--- config.mk ---
export PLATFORM = sky130hd
export DESIGN_NAME = closest_hit
export DESIGN_NICKNAME = d
export VERILOG_FILES = /design/src/rtl/raytrace_pkg.sv /design/src/rtl/closest_hit.sv
export SDC_FILE = /design/constraint.sdc
export NUM_CORES = 1
export LEC_CHECK = 0
export ABC_AREA = 1
export BUFFER_PORTS_ARGS = -buffer_cell sky130_fd_sc_hd__buf_2
export CORE_AREA = 2 2 111 113
export CTS_BUF_LIST = sky130_fd_sc_hd__clkbuf_8
export DETAILED_ROUTE_END_ITERATION = 10
export DIE_AREA = 0 0 113 115
export PLACE_DENSITY = 0.81
export SYNTH_ARGS = -nofsm -noshare
export SYNTH_HDL_FRONTEND = slang
export SYNTH_SLANG_ARGS = --single-unit
export TNS_END_PERCENT = 30
--- constraint.sdc ---
create_clock -name i_clk -period 3.1 [get_ports i_clk]
set_clock_uncertainty 0.05 [all_clocks]
set_input_delay 0.62 -clock i_clk [delete_from_list [all_inputs] [get_ports i_clk]]
set_output_delay 0.62 -clock i_clk [all_outputs]
set_load 0.05 [all_outputs]
--- src/rtl/raytrace_pkg.sv ---
// Shared ray-tracing types: Q16.16 signed fixed point and the closest-hit FSM states.
package raytrace_pkg;

    typedef logic signed [31:0] fixed_t;

    localparam int FRAC_BITS = 16;
    localparam fixed_t T_INF = 32'sh7FFF_FFFF;

    typedef enum logic [1:0] {
        IDLE  = 2'd0,
        ACCUM = 2'd1,
        DONE  = 2'd2
    } hit_state_e;

endpackage

--- src/rtl/closest_hit.sv ---
// Tracks the nearest intersection (smallest signed t) over a ray's responses and
// reports a registered result with a one-cycle o_valid pulse.
module closest_hit
    import raytrace_pkg::*;
#(
    parameter int     TRI_W = 16,
    parameter fixed_t T_MAX = T_INF
) (
    input  logic             i_clk,
    input  logic             i_rst,
    input  logic             i_start,
    input  logic [TRI_W-1:0] i_num_tri,
    input  logic             i_valid,
    input  logic             i_result,
    input  logic [31:0]      i_t,
    output logic             o_busy,
    output logic             o_valid,
    output logic             o_hit,
    output logic [31:0]      o_t,
    output logic [TRI_W-1:0] o_tri_id
);

    // Handshake: i_valid is accepted on every rising edge while in ACCUM; there is
    // no ready, and o_valid is a single-cycle pulse with no backpressure.

    hit_state_e       state_q, state_d;
    logic [TRI_W-1:0] remaining_q, remaining_d;
    logic [TRI_W-1:0] idx_q, idx_d;
    fixed_t           best_t_q, best_t_d;
    logic             best_hit_q, best_hit_d;
    logic [TRI_W-1:0] best_id_q, best_id_d;
    logic             out_hit_q, out_hit_d;
    fixed_t           out_t_q, out_t_d;
    logic [TRI_W-1:0] out_id_q, out_id_d;

    fixed_t t_in;
    logic   closer;

    assign t_in   = fixed_t'(i_t);
    assign closer = t_in < best_t_q;

    always_ff @(posedge i_clk) begin
        if (i_rst) begin
            state_q     <= IDLE;
            remaining_q <= '0;
            idx_q       <= '0;
            best_t_q    <= T_MAX;
            best_hit_q  <= 1'b0;
            best_id_q   <= '0;
            out_hit_q   <= 1'b0;
            out_t_q     <= T_MAX;
            out_id_q    <= '0;
        end else begin
            state_q     <= state_d;
            remaining_q <= remaining_d;
            idx_q       <= idx_d;
            best_t_q    <= best_t_d;
            best_hit_q  <= best_hit_d;
            best_id_q   <= best_id_d;
            out_hit_q   <= out_hit_d;
            out_t_q     <= out_t_d;
            out_id_q    <= out_id_d;
        end
    end

    always_comb begin
        state_d     = state_q;
        remaining_d = remaining_q;
        idx_d       = idx_q;
        best_t_d    = best_t_q;
        best_hit_d  = best_hit_q;
        best_id_d   = best_id_q;
        out_hit_d   = out_hit_q;
        out_t_d     = out_t_q;
        out_id_d    = out_id_q;
        case (state_q)
            IDLE: begin
                if (i_start) begin
                    remaining_d = i_num_tri;
                    idx_d       = '0;
                    best_t_d    = T_MAX;
                    best_hit_d  = 1'b0;
                    best_id_d   = '0;
                    if (i_num_tri != '0) begin
                        state_d = ACCUM;
                    end else begin
                        // Empty ray: publish the no-hit result so it is visible with the pulse.
                        state_d   = DONE;
                        out_hit_d = 1'b0;
                        out_t_d   = T_MAX;
                        out_id_d  = '0;
                    end
                end
            end
            ACCUM: begin
                if (i_valid) begin
                    if (i_result && closer) begin
                        best_t_d   = t_in;
                        best_id_d  = idx_q;
                        best_hit_d = 1'b1;
                    end
                    idx_d       = idx_q + TRI_W'(1);
                    remaining_d = remaining_q - TRI_W'(1);
                    if (remaining_q == TRI_W'(1)) begin
                        // Output registers load on entry to DONE so data and o_valid align.
                        state_d   = DONE;
                        out_hit_d = best_hit_d;
                        out_t_d   = best_t_d;
                        out_id_d  = best_id_d;
                    end
                end
            end
            DONE:    state_d = IDLE;
            default: state_d = IDLE;
        endcase
    end

    always_comb begin
        o_busy   = (state_q == ACCUM);
        o_valid  = (state_q == DONE);
        o_hit    = out_hit_q;
        o_t      = out_t_q;
        o_tri_id = out_id_q;
    end

endmodule

# == Word-level counts from Yosys, hierarchy flattened ==
# Index checks and enable logic that the tools add are counted.
# totals
register_bits,132
output_inout_bits,51
inputBits,53
# op_classes
n_eq_ne,7
reduce_logical,7
muxes,37
n_addsub,2
magnitude_cmp,1
# op_table
cell,count
$mux W32,7
$mux W16,10
$pmux W16 S2,4
$pmux W32 S2,2
$lt A32 B32 Y1,1
$add A16 B1 Y16 const B,1
$eq A16 B1 Y1 const B,1
$reduce_bool A16 Y1,1
$sub A16 B1 Y16 const B,1
$mux W2,4
$mux W1,7
$ne A2 B2 Y1 const B,3
$reduce_and A3 Y1,2
$reduce_and A5 Y1,1
$pmux W1 S2,2
$pmux W2 S2,1
$eq A2 B1 Y1 const B,1
$eq A2 B2 Y1 const B,1
$logic_not A2 Y1,1
$ne A2 B1 Y1 const B,1
$reduce_bool A2 Y1,1
$logic_and A1 B1 Y1,1

# == Depth between registers and ports, before layout ==
# logic_depth
ltp_word,6
mapped_depth,19

# == Worst setup path after synthesis ==
# Ideal clock, no wire load.
# synth_path
path_type,in2reg
startpoint,input port i_t[5]
endpoint,register best_id_q[12]
path_slack_ns,0.730
cell_stages,15
t_arrival_ns,2.191
required_ns,2.922
cell_sequence,ha_1 a21oi_1 nor2_1 nor3_1 nand2_1 nand2_1 nand2_1 nand2_1 nand2_1 nand2_1 buf_2 buf_2 nand4_1 nand3_1 a21oi_1
# synth_via
elab_chain_len,5
# synth_lines
element,line_no,text
"start, declared",closest_hit.sv:15,"input logic [31:0] i_t,"
$lt A32 B32 Y1,closest_hit.sv:40,assign closer = t_in < best_t_q;
$logic_and A1 B1 Y1,closest_hit.sv:97,if (i_result && closer) begin
$mux W16,closest_hit.sv:97,
$mux W16,closest_hit.sv:96,if (i_valid) begin
$pmux W16 S2,closest_hit.sv:76,case (state_q)
"end signal, assigned",closest_hit.sv:59,best_id_q <= best_id_d;
"end, declared",closest_hit.sv:31,"logic [TRI_W-1:0] best_id_q, best_id_d;"
# Every way passes these cells. The select of a mux whose other input is x is not followed.
# A chain may end at the register's enable or synchronous reset.

# == Final worst setup path ==
# layout_path
startpoint,register state_q[0]
endpoint,output port o_busy
# layout_via
elab_chain_len,1
# layout_lines
element,line_no,text
"start, declared",closest_hit.sv:26,"hit_state_e state_q, state_d;"
"start signal, assigned",closest_hit.sv:54,state_q <= state_d;
$eq A2 B1 Y1,closest_hit.sv:119,o_busy = (state_q == ACCUM);
"end, declared",closest_hit.sv:16,"output logic o_busy,"
# Every way passes these cells.

==> impl_metrics.json <==
{
  "utilization_pct": 66.9,
  "fillers": 1081,
  "grtUsageTotal_pct": 27.3,
  "grt_overflow": 0,
  "hp-start": "i_num_tri[5]",
  "cp-end-kind": "primary output",
  "yosys_warnings": 0,
  "clock_path_buffers": 2,
  "netlist_area_mm2": 0.00700,
  "num_io_pins": 104,
  "grt_pass1_wl_um": 28600,
  "cts_root_buffer": "clkbuf_8",
  "cts_tree": "yes",
  "diodes": 0,
  "ys_types": 35,
  "r2r_slack_ps": 670,
  "wl_per_cell_um": 13.7,
  "hold_path_end": "remaining_q[5]$_SDFFE_PP0P_",
  "start_kind": "register",
  "setup_viol": 0,
  "cts.reportedPaths.clkPinSlew_ps": 70,
  "slew_violations": 0,
  "cts_buffers": 17,
  "drive_gt1_share_pct": 14.7,
  "area_growth_pct": 12.9,
  "syn_avg_cell_area_um2": 6.82,
  "fmax_mhz": 356,
  "peakVddDrop_v": 0.000367,
  "violations": "DRC",
  "drv_cap": 0,
  "clock_sinks": 132,
  "dr.pass1.iters": 8,
  "worstPathRequired_ps": 2430,
  "die-height_um": 115,
  "post-route-drc-count": 8,
  "die_w_um": 113,
  "portBuffers": 103,
  "syn-num-nets": 1113,
  "worst_path_max_delay_cell": "dfxtp_1",
  "rows": 40,
  "min_path_cells": 3,
  "layout_commonest_cell": "nand2_1",
  "cp.arrival_ps": 2140,
  "nets": 1189,
  "clk_latency_ps": 480,
  "viasPerCell": 5.46,
  "initial_core_util_pct": 59.2,
  "worstHoldPathType": "in2reg",
  "cts_setup_buffers": 0,
  "ant_nets": 0,
  "pwr_density_cell_mw_per_mm2": 571,
  "fin_setup_tns_ps": 0,
  "place_hpwl_um": 11400,
  "vias": 6876,
  "max_slew.worst_pin.slew_ps": 650,
  "rr_startpoint": "state_q[0]$_SDFFE_PP0P_",
  "maxSlewHeadroom_pct": 56.6,
  "ys.flop_type": "dfxtp_1",
  "cts_hold_buf": 0,
  "yosysSeqAreaShare_pct": 37.8,
  "grt_pass1_vias": 6120,
  "final_cell_mix": "nand2_1 (253), inv_1 (139), dfxtp_1 (132)",
  "finalHoldViolCount": 0,
  "drt_iter0_markers": 567,
  "fin_crit_sh_pct": 90.5,
  "synth_edf_count": 0,
  "grt_max_degree": 64,
  "synthCells": 1026,
  "wl_um": 17200,
  "criticalPathCategory": "reg2out",
  "gp_congestion": 0.869,
  "rsz0062_at_grt": "no",
  "fp.dieArea_mm2": 0.0130,
  "reg2reg_to": "o_tri_id[7]$_SDFFE_PP0P_",
  "outcome": "finished with violations",
  "power_w": 0.00451,
  "critical_path.max_fanout": 32,
  "cts_resized": 0,
  "cpPeakStageDelay_ps": 570,
  "coreArea_mm2": 0.0118,
  "antenna_found_initial": 0,
  "min_period_ps": 2810,
  "crit_chain": "nand2_2 > inv_2 > buf_4 > buf_2",
  "r2r_cells": 9,
  "synth-seq-cells": 132,
  "power.leakage_nw": 3.97,
  "synthArstFlopShare_pct": 0,
  "cts_htree_levels": 4
}
==> cell families (layout without fill, tap and decap cells) <==
family	after synthesis	after routing	synth area share, %
AO/OA/AOI/OAI	224	224	16.8
flip-flops	132	132	37.8
buffers and inverters	202	289	11.5
adder cells (fa/ha/maj)	34	34	6.08
AND/OR/NAND/NOR	432	432	27.6
XOR/XNOR	2	2	0.250
==> how the worst max path moves through the flow <==
stage	slack, ps	end	cells after the start	start
6_report	290	o_busy	4	state_q[0]$_SDFFE_PP0P_
5_1_grt	200	o_busy	4	state_q[0]$_SDFFE_PP0P_
4_1_cts	300	o_busy	4	state_q[0]$_SDFFE_PP0P_
3_5_place_dp	360	o_t[17]$_SDFFE_PP1P_	14	i_t[31]
3_3_place_gp	420	o_t[17]$_SDFFE_PP1P_	14	i_t[31]
2_1_floorplan	730	best_id_q[12]$_SDFFE_PP0P_	15	i_t[5]
==> Yosys cell counts, drive strengths merged (3+ instances only) <==
master	count	area share (%)
o21ai	99	7.1
clkbuf	33	1.8
ha	34	6.1
a31oi	5	0.45
or2	3	0.27
nand4	53	4.8
a211oi	3	0.32
a221oi	3	0.38
nand3	62	4.6
a21oi	104	7.4
buf	32	2.4
nor2	39	2.2
o211ai	4	0.43
o221ai	3	0.38
nand2	258	14
dfxtp	132	38
nor4	4	0.36
inv	137	7.3
nor3	11	0.95
==> layer usage <==
metal	wire, µm	track usage, %	vias to the layer above
li1	-	-	3532
met1	8100	36.0	3155
met2	7870	44.2	168
met3	978	6.22	21
met4	262	9.43	0
met5	0	0	-
==> through the flow <==
| step | cells | setup WS, ps | instance area (µm²) | hold WS, ps |
|---|---|---|---|---|
| 2_1_floorplan | 1026 | 730 | 7000 | 397 |
| 3_3_place_gp | 1230 | 420 | 7580 | 399 |
| 3_5_place_dp | 1230 | 358 | 7580 | 397 |
| 4_1_cts | 1260 | 300 | 7900 | 385 |
| 5_1_grt | 1260 | 196 | 7900 | 392 |
| 6_report | 1260 | 295 | 7900 | 398 |
==> registers in the layout (all words and copies together), names as in the netlist <==
signal / flops
best_t_q: 32
o_t: 32
best_id_q: 16
idx_q: 16
o_tri_id: 16
remaining_q: 16
state_q: 2
best_hit_q: 1
o_hit: 1
==> area by class of cell <==
type                            instances  area, µm²  share of cell area [%]
Clock buffer                           20        275                    3.48
Clock inverter                         10       46.3                   0.586
Inverter                              137        514                    6.51
Multi-Input combinational cell        692       3550                    45.0
Sequential cell                       132       2640                    33.4
Tap cell                              147        184                    2.33
Timing Repair Buffer                  122        683                    8.65
==> power breakdown <==
group	switching, W	total, W	internal, W
Clock	0.000647	0.00123	0.000585
Sequential	0.0000964	0.00196	0.00186
Combinational	0.000920	0.00133	0.000407
Total	0.00166	0.00451	0.00285
==> worst max-delay path: cells and delay by family (launching register included) <==
family,cells,cell delay [ps]
buffers and inverters,3,850
and+or+nand+nor,1,230
DFF,1,570
Note: power is estimated with default switching activity, not from simulation.
